$ cat src/rtl/button_debounce_pkg.sv
// Shared types and default timing constants for the push-button debouncer.
package button_debounce_pkg;

    typedef enum logic [1:0] {
        RELEASED   = 2'd0,
        PRESS_WAIT = 2'd1,
        PRESSED    = 2'd2,
        REL_WAIT   = 2'd3
    } deb_state_t;

    localparam int DEF_N      = 3;
    localparam int DEF_CDIV   = 3;
    localparam int DEF_STABLE = 2;
    localparam int DEF_HOLD   = 4;

endpackage

$ cat src/rtl/button_debounce_bit.sv
// One debounce channel: stability FSM, hold timer and edge pulses for a synchronised input.
module debounce_bit
    import button_debounce_pkg::*;
#(
    parameter int STABLE = DEF_STABLE,
    parameter int HOLD   = DEF_HOLD
) (
    input  logic clk,
    input  logic n_rst,
    input  logic tick,
    input  logic act,
    output logic pressed,
    output logic press_p,
    output logic release_p,
    output logic hold_p
);

    localparam int CW = $clog2(STABLE + 1);
    localparam int HW = $clog2(HOLD + 1);
    localparam logic [CW-1:0] STABLE_M1 = CW'(STABLE - 1);
    localparam logic [HW-1:0] HOLD_C    = HW'(HOLD);
    localparam logic [HW-1:0] HOLD_M1   = HW'(HOLD - 1);

    deb_state_t    state;
    logic [CW-1:0] cnt;
    logic [HW-1:0] hcnt;
    logic          pressed_d;
    logic          hold_q;

    // State only moves on prescaler ticks; pulses are derived from the registered level.
    always_ff @(posedge clk or negedge n_rst) begin
        if (!n_rst) begin
            state     <= RELEASED;
            cnt       <= '0;
            hcnt      <= '0;
            pressed_d <= 1'b0;
            hold_q    <= 1'b0;
        end else begin
            pressed_d <= pressed;
            hold_q    <= 1'b0;
            if (tick) begin
                case (state)
                    RELEASED: begin
                        if (act) begin
                            if (STABLE <= 1) begin
                                state <= PRESSED;
                            end else begin
                                state <= PRESS_WAIT;
                                cnt   <= CW'(1);
                            end
                        end
                    end
                    PRESS_WAIT: begin
                        if (!act) begin
                            state <= RELEASED;
                            cnt   <= '0;
                        end else if (cnt == STABLE_M1) begin
                            state <= PRESSED;
                            cnt   <= '0;
                        end else begin
                            cnt <= cnt + CW'(1);
                        end
                    end
                    PRESSED: begin
                        if (!act) begin
                            if (STABLE <= 1) begin
                                state <= RELEASED;
                                hcnt  <= '0;
                            end else begin
                                state <= REL_WAIT;
                                cnt   <= CW'(1);
                            end
                        end else if (hcnt != HOLD_C) begin
                            hcnt <= hcnt + HW'(1);
                            if (hcnt == HOLD_M1) begin
                                hold_q <= 1'b1;
                            end
                        end
                    end
                    REL_WAIT: begin
                        if (act) begin
                            state <= PRESSED;
                            cnt   <= '0;
                        end else if (cnt == STABLE_M1) begin
                            state <= RELEASED;
                            cnt   <= '0;
                            hcnt  <= '0;
                        end else begin
                            cnt <= cnt + CW'(1);
                        end
                    end
                    default: begin
                        state <= RELEASED;
                        cnt   <= '0;
                        hcnt  <= '0;
                    end
                endcase
            end
        end
    end

    assign pressed   = (state == PRESSED) || (state == REL_WAIT);
    assign press_p   = pressed & ~pressed_d;
    assign release_p = ~pressed & pressed_d;
    assign hold_p    = hold_q;

endmodule

$ cat src/rtl/button_debounce.sv
// Synchronises active-low button pins and debounces each one with a shared sample tick.
module button_debounce
    import button_debounce_pkg::*;
#(
    parameter int N      = DEF_N,
    parameter int CDIV   = DEF_CDIV,
    parameter int STABLE = DEF_STABLE,
    parameter int HOLD   = DEF_HOLD
) (
    input  logic         clk,
    input  logic         n_rst,
    input  logic [N-1:0] btn,
    output logic [N-1:0] pressed,
    output logic [N-1:0] press_p,
    output logic [N-1:0] release_p,
    output logic [N-1:0] hold_p
);

    localparam int PW = $clog2(CDIV + 1);
    localparam logic [PW-1:0] CDIV_C = PW'(CDIV);

    logic [PW-1:0] presc;
    logic          tick;
    logic [N-1:0]  sync1;
    logic [N-1:0]  sync2;
    logic [N-1:0]  act;

    always_ff @(posedge clk or negedge n_rst) begin
        if (!n_rst) begin
            presc <= '0;
        end else if (presc == CDIV_C) begin
            presc <= PW'(1);
        end else begin
            presc <= presc + PW'(1);
        end
    end

    assign tick = (presc == CDIV_C);

    // Synchroniser resets to the released pin level so nothing looks pressed out of reset.
    always_ff @(posedge clk or negedge n_rst) begin
        if (!n_rst) begin
            sync1 <= '1;
            sync2 <= '1;
        end else begin
            sync1 <= btn;
            sync2 <= sync1;
        end
    end

    assign act = ~sync2;

    for (genvar i = 0; i < N; i++) begin : g_chan
        debounce_bit #(
            .STABLE (STABLE),
            .HOLD   (HOLD)
        ) u_bit (
            .clk       (clk),
            .n_rst     (n_rst),
            .tick      (tick),
            .act       (act[i]),
            .pressed   (pressed[i]),
            .press_p   (press_p[i]),
            .release_p (release_p[i]),
            .hold_p    (hold_p[i])
        );
    end

endmodule

$ cat config.mk
export PLATFORM = sky130hd
export DESIGN_NAME = button_debounce
export DESIGN_NICKNAME = d
export VERILOG_FILES = /design/src/rtl/button_debounce_pkg.sv /design/src/rtl/button_debounce_bit.sv /design/src/rtl/button_debounce.sv
export SDC_FILE = /design/constraint.sdc
export NUM_CORES = 1
export LEC_CHECK = 0
export ABC_CLOCK_PERIOD_IN_PS = 2750
export CORE_ASPECT_RATIO = 1.25
export CORE_MARGIN = 10
export CORE_UTILIZATION = 35
export CTS_BUF_LIST = sky130_fd_sc_hd__clkbuf_4
export DETAILED_ROUTE_END_ITERATION = 12
export GPL_TIMING_DRIVEN = 1
export HOLD_SLACK_MARGIN = 0.06
export PLACE_DENSITY = 0.5
export SLEW_MARGIN = 40
export SYNTH_ARGS = -nofsm -noshare
export SYNTH_HDL_FRONTEND = slang
export SYNTH_SLANG_ARGS = --single-unit
export TNS_END_PERCENT = 10
$ cat constraint.sdc
create_clock -name clk -period 2.75 [get_ports clk]
set_input_delay 0.55 -clock clk [delete_from_list [all_inputs] [get_ports clk]]
set_output_delay 0.55 -clock clk [all_outputs]
set_load 0.1 [all_outputs]
==> impl_metrics.tcl, run 1 <==
set metrics [dict create \
    relSlewSlack_pct 58.79 \
    path_cells "nor2b_1, buf_4" \
    vias 1287 \
    busiest_layer "met2" \
    ir_drop_v 0.0003497 \
    antenna_found_initial 0 \
    grt-ovfl-total 0 \
    grt_pass1_vias 1274 \
    path_class "reg2out" \
    seq_area_frac_synth_pct 47.54 \
    synthCells 179 \
    timing.hold.ws_ns 0.3499 \
    cpPeakStageDelay_ns 0.53 \
    netlist.area_leader.share_pct 39.06 \
    timing.final.ws_setup_ns 0.8515 \
    cts_setup_buffers 0 \
    worstPathBufferInverterCount 1 \
    synth_top_area_cell "dfrtp_1" \
    dieArea_um2 8641 \
    clkSlewWorstSetupHoldPaths_ns 0.12 \
    ys_ff_latch 35 \
    cts-buffers-inserted 5 \
    cts_root_buffer "clkbuf_4" \
    routedWlPerCell_um 14.33 \
    layout.cells.non_filler 243 \
    gp_congestion 0.8047 \
    cp_slowest_cell "dfrtp_1" \
    synth_warnings 0 \
    synthFlopType "dfrtp_1" \
    synth.top_cells.by_count "29 x dfrtp_1, 15 x inv_1, 12 x buf_4" \
    cap_violations 0 \
    grt_max_degree 36 \
    dp_cells 235 \
    routed_wl_um 3482 \
    arrival_ns 1.35 \
    start_util_pct 36.32 \
    vias_per_cell 5.296 \
    post_cts_resized 0 \
    avgSynthCellArea_um2 10.38 \
    grt_pass1_wl_um 6003 \
    drive_gt1_share_pct 16.02 \
    synth_fp_nets 195 \
    clk_latency_ns 0.34 \
    synthDistinctLibCells 42 \
    synth_most_common_cell "dfrtp_1" \
    p_leak_nw 0.9006 \
    fin_crit_ns 1.898 \
    clk_path_buf_depth 2 \
    p_per_area_nw_per_um2 1124 \
    cp_max_fo 10 \
    rsz0062_at_grt "false" \
    grt_use_total_pct 8.430 \
    htree_levels 2 \
    status "finished, final reports clean" \
    cts_sinks 35 \
    drtAntennaViolNets 0 \
    rows 29 \
    synth_area_um2 1858 \
    crit_family "flip-flops" \
    fin_worst_skew_ns 0.02078 \
    drcViolationCount 0 \
    synth_edf_count 0 \
    cp.required_ns 2.20 \
    slew_violations 0 \
    grt_util_met3_pct 3.454 \
    worst_pin_slew_ns 0.6182 \
    io-pin-count 17 \
    fin_nets 196 \
    setup_tns_ns 0 \
    hold_class "reg2reg" \
    use_met2_pct 13.91 \
    drt_pre_antenna_iters 4 \
    cts_tree "done" \
    area_growth_pct 6.868 \
    coreArea_um2 5116 \
    port_buffers 16 \
    finalHoldViolations 0 \
    fp.dieW_um 85.17 \
    synth.area.top_cells "dfrtp_1 39%, dfstp_2 8.5%, ha_1 7.4%" \
    grtUsageMet1_pct 9.341 \
    finalCritPeriodShare_pct 69.04 \
    antennaDiodeCount 0 \
    holdBufCountCts 0 \
    setup_viol 0 \
    first_iter_violations 71 \
    die_h_um 101.5 \
    dp_hpwl_um 2405 \
    cp-start-kind "register" \
    fmax_mhz 526.7 \
    place_ws_ns 0.9834 \
    setup.worst_path.end_class "output port" \
    ys_async_sr_fraction_pct 100.0 \
]
worst register-to-register path: stages, from the launching register on:
cell      delay [ns]
dfrtp_1         0.37
ha_1            0.56
buf_4           0.27
and2_1          0.19
and3_1          0.18
o221ai_1        0.10
per-stage QoR:
stage               area [um^2]  util (%)  total power [mW]
floorplan                  1858         -             1.825
CTS                        1986     38.81             2.255
global placement           1932     37.76             1.928
finish                     1986     38.81             2.231
detailed placement         1932     37.76             1.968
global route               1986     38.81             2.393
flip-flops by register name, indices dropped and copies added, names as in the netlist, named ones only:
signal and count:
g_chan.u_bit.hcnt 9, g_chan.u_bit.cnt 6, g_chan.u_bit.hold_p 3, g_chan.u_bit.pressed_d 3, g_chan.u_bit.state 3, sync1 3
sync2 3, presc 2
layout make-up:
class                           instances  area, um^2
Fill cell                             495        3131
Sequential cell                        35       883.3
Multi-Input combinational cell        105       769.5
Timing Repair Buffer                   18       145.1
Tap cell                               62       77.57
Inverter                               15       56.30
Clock buffer                            6       45.04
Clock inverter                          2       8.758
power breakdown:
group / switching (mW) / internal [mW] / total (mW) / leakage (nW)
combinational: 0.758 / 0.313 / 1.07 / 0.459
sequential: 0.221 / 0.663 / 0.885 / 0.408
clock: 0.170 / 0.106 / 0.276 / 0.0331
layout by cell type (no fill, tap or decap), types with 2 or more instances in the layout:
master / count
xnor2_1: 3
nor4_1: 2
nor2b_1: 6
a31oi_1: 5
clkdlybuf4s50_1: 4
a211oi_1: 3
o211a_1: 2
a22oi_1: 2
o21ai_0: 5
a211o_1: 2
buf_4: 14
o211ai_1: 5
clkbuf_4: 6
and3_1: 3
a21oi_1: 11
dfrtp_1: 29
o311ai_0: 4
o221ai_1: 2
nand2_1: 10
nor3_1: 2
dfstp_2: 6
nand2b_1: 2
inv_1: 15
and2b_1: 2
nand3b_1: 2
nand4b_1: 5
ha_1: 11
nand3_1: 2
kinds of logic after synthesis:
kind of cell / after synthesis / synth area share, %
mux: 1 / 0.6060
xor+xnor: 3 / 1.414
flops: 35 / 47.54
buf+inv: 39 / 11.04
simple gates: 43 / 14.34
compound gates: 47 / 17.64
fa+ha+maj: 11 / 7.407
metal layers:
layer / wire length (um) / part of all wire (%)
met1: 1536 / 44
met2: 1739 / 50
met3: 166 / 4.8
met4: 40 / 1.1
met5: 0 / 0
worst paths after layout:
check / slack [ns] / start / end / cells past startpoint
min reg2reg: 0.35 / sync1[1]$_DFF_PN1_ / sync2[1]$_DFF_PN1_ / 0
min in group asynchronous: 0.61 / n_rst / async pin / 2
min: 0.35 / sync1[1]$_DFF_PN1_ / sync2[1]$_DFF_PN1_ / 0
max reg2reg: 1.00 / presc[0]$_DFF_PN0_ / g_chan[2].u_bit.hcnt[1]$_DFFE_PN0P_ / 5
max: 0.85 / register / press_p[1] / 2
max in group asynchronous: 1.78 / n_rst / sync1[2]$_DFF_PN1_ / 2
No activity file was read; power rests on OpenSTA's default activity.
==> run 2: changes to the inputs <==
--- a/config.mk
+++ b/config.mk
@@ -5,7 +5,7 @@
 export SDC_FILE = /design/constraint.sdc
 export NUM_CORES = 1
 export LEC_CHECK = 0
-export ABC_CLOCK_PERIOD_IN_PS = 2750
+export ABC_CLOCK_PERIOD_IN_PS = 1800
 export CORE_ASPECT_RATIO = 1.25
 export CORE_MARGIN = 10
 export CORE_UTILIZATION = 35
==> constraint.sdc (replaced) <==
create_clock -name clk -period 1.8 [get_ports clk]
set_input_delay 0.36 -clock clk [delete_from_list [all_inputs] [get_ports clk]]
set_output_delay 0.36 -clock clk [all_outputs]
set_load 0.1 [all_outputs]
==> impl_metrics.tcl, run 2 (synthesis gave the netlist of run 1 again) <==
set metrics [dict create \
    status "finished, final reports clean" \
    first_iter_violations 86 \
    grt_max_degree 36 \
    cp_slowest_cell "dfrtp_1" \
    vias_per_cell 5.198 \
    relSlewSlack_pct 70.90 \
    fmax_mhz 577.2 \
    grt_pass1_vias 1270 \
    dp_hpwl_um 2401 \
    antennaDiodeCount 0 \
    post_cts_resized 0 \
    routedWlPerCell_um 13.53 \
    io-pin-count 17 \
    ir_drop_v 0.0006398 \
    drt_pre_antenna_iters 4 \
    antenna_found_initial 0 \
    slew_violations 0 \
    cts_root_buffer "clkbuf_4" \
    cp.required_ns 1.44 \
    worst_pin_slew_ns 0.4365 \
    final_common_cell "dfrtp_1" \
    layout.cells.non_filler 243 \
    cts-buffers-inserted 5 \
    cp-start-kind "register" \
    grt_use_total_pct 8.104 \
    coreArea_um2 5116 \
    p_per_area_nw_per_um2 1721 \
    drive_gt1_share_pct 15.47 \
    clk_path_buf_depth 2 \
    dieArea_um2 8641 \
    cp_max_fo 10 \
    cap_violations 0 \
    setup.worst_path.end_class "output port" \
    hold_class "reg2reg" \
    setup_viol 0 \
    top_register "g_chan.u_bit.hcnt" \
    finalHoldViolations 0 \
    fin_util_pct 41.72 \
    reg_top3 "g_chan.u_bit.hcnt x9, g_chan.u_bit.cnt x6" \
    routed_wl_um 3289 \
    grt_pass1_wl_um 5823 \
    cts_tree "done" \
    fin_nets 196 \
    fin_worst_skew_ns 0.01141 \
    timing.hold.ws_ns 0.3479 \
    drtAntennaViolNets 0 \
    holdBufCountCts 0 \
    setup_tns_ns 0 \
    rsz0062_at_grt "false" \
    vias 1263 \
    clk_latency_ns 0.34 \
    die_h_um 101.5 \
    cts_sinks 35 \
    path_class "reg2out" \
    clkSlewWorstSetupHoldPaths_ns 0.11 \
    path_cells "nor2b_1, buf_12" \
    area_growth_pct 14.88 \
    gp_congestion 0.7832 \
    dp_cells 235 \
    grt-ovfl-total 0 \
    p_leak_nw 0.9407 \
    fin_crit_ns 1.732 \
    start_util_pct 36.32 \
    worstPathBufferInverterCount 1 \
    cts_setup_buffers 0 \
    port_buffers 16 \
    total_power_mw 3.673 \
    finalCritPeriodShare_pct 96.24 \
    crit_family "flip-flops" \
    largest_register_ffs 9 \
    cpPeakStageDelay_ns 0.56 \
    rows 29 \
    layout_common_cells "29 x dfrtp_1, 15 x inv_1, 12 x buf_12" \
    htree_levels 2 \
    arrival_ns 1.37 \
    fp.dieW_um 85.17 \
    drcViolationCount 0 \
]
## run 2: per-stage QoR
step,worst slack [ns],area [um^2]
global route,0.006464,2135
CTS,0.03330,2135
detailed placement,0.2000,2082
floorplan,0.4409,1858
global placement,0.2848,2082
finish,0.06764,2135
## run 2: per-layer routing
layer | wire [um] | track usage (%)
met5 | 0 | 0
met4 | 70 | 4.442
met3 | 155 | 3.133
met2 | 1565 | 13.05
met1 | 1497 | 9.014
## run 2: path summary, 6_finish.rpt
| check | endpoint | slack (ns) | startpoint | cells after the start |
|---|---|---|---|---|
| min | sync2[1]$_DFF_PN1_ | 0.35 | sync1[1]$_DFF_PN1_ | 0 |
| max | press_p[1] | 0.07 | register | 2 |
| min reg2reg | sync2[1]$_DFF_PN1_ | 0.35 | sync1[1]$_DFF_PN1_ | 0 |
| max in group asynchronous | sync1[2]$_DFF_PN1_ | 1.03 | n_rst | 2 |
| min in group asynchronous | g_chan[1].u_bit.hcnt[1]$_DFFE_PN0P_ | 0.42 | n_rst | 2 |
| max reg2reg | g_chan[2].u_bit.hcnt[1]$_DFFE_PN0P_ | 0.20 | presc[0]$_DFF_PN0_ | 5 |
## run 2: layout make-up
class | count | area (um^2)
clock inverters | 2 | 7.507
multi-input cells | 105 | 769.5
well taps | 62 | 77.57
inverters | 15 | 56.30
repair buffers | 18 | 295.3
flip-flops and latches | 35 | 883.3
clock buffers | 6 | 45.04
fillers | 475 | 2982
## run 2: power breakdown
part	switching, mW	internal [mW]	total [mW]
Clock	0.262	0.160	0.421
Combinational	1.17	0.715	1.89
Sequential	0.352	1.01	1.37
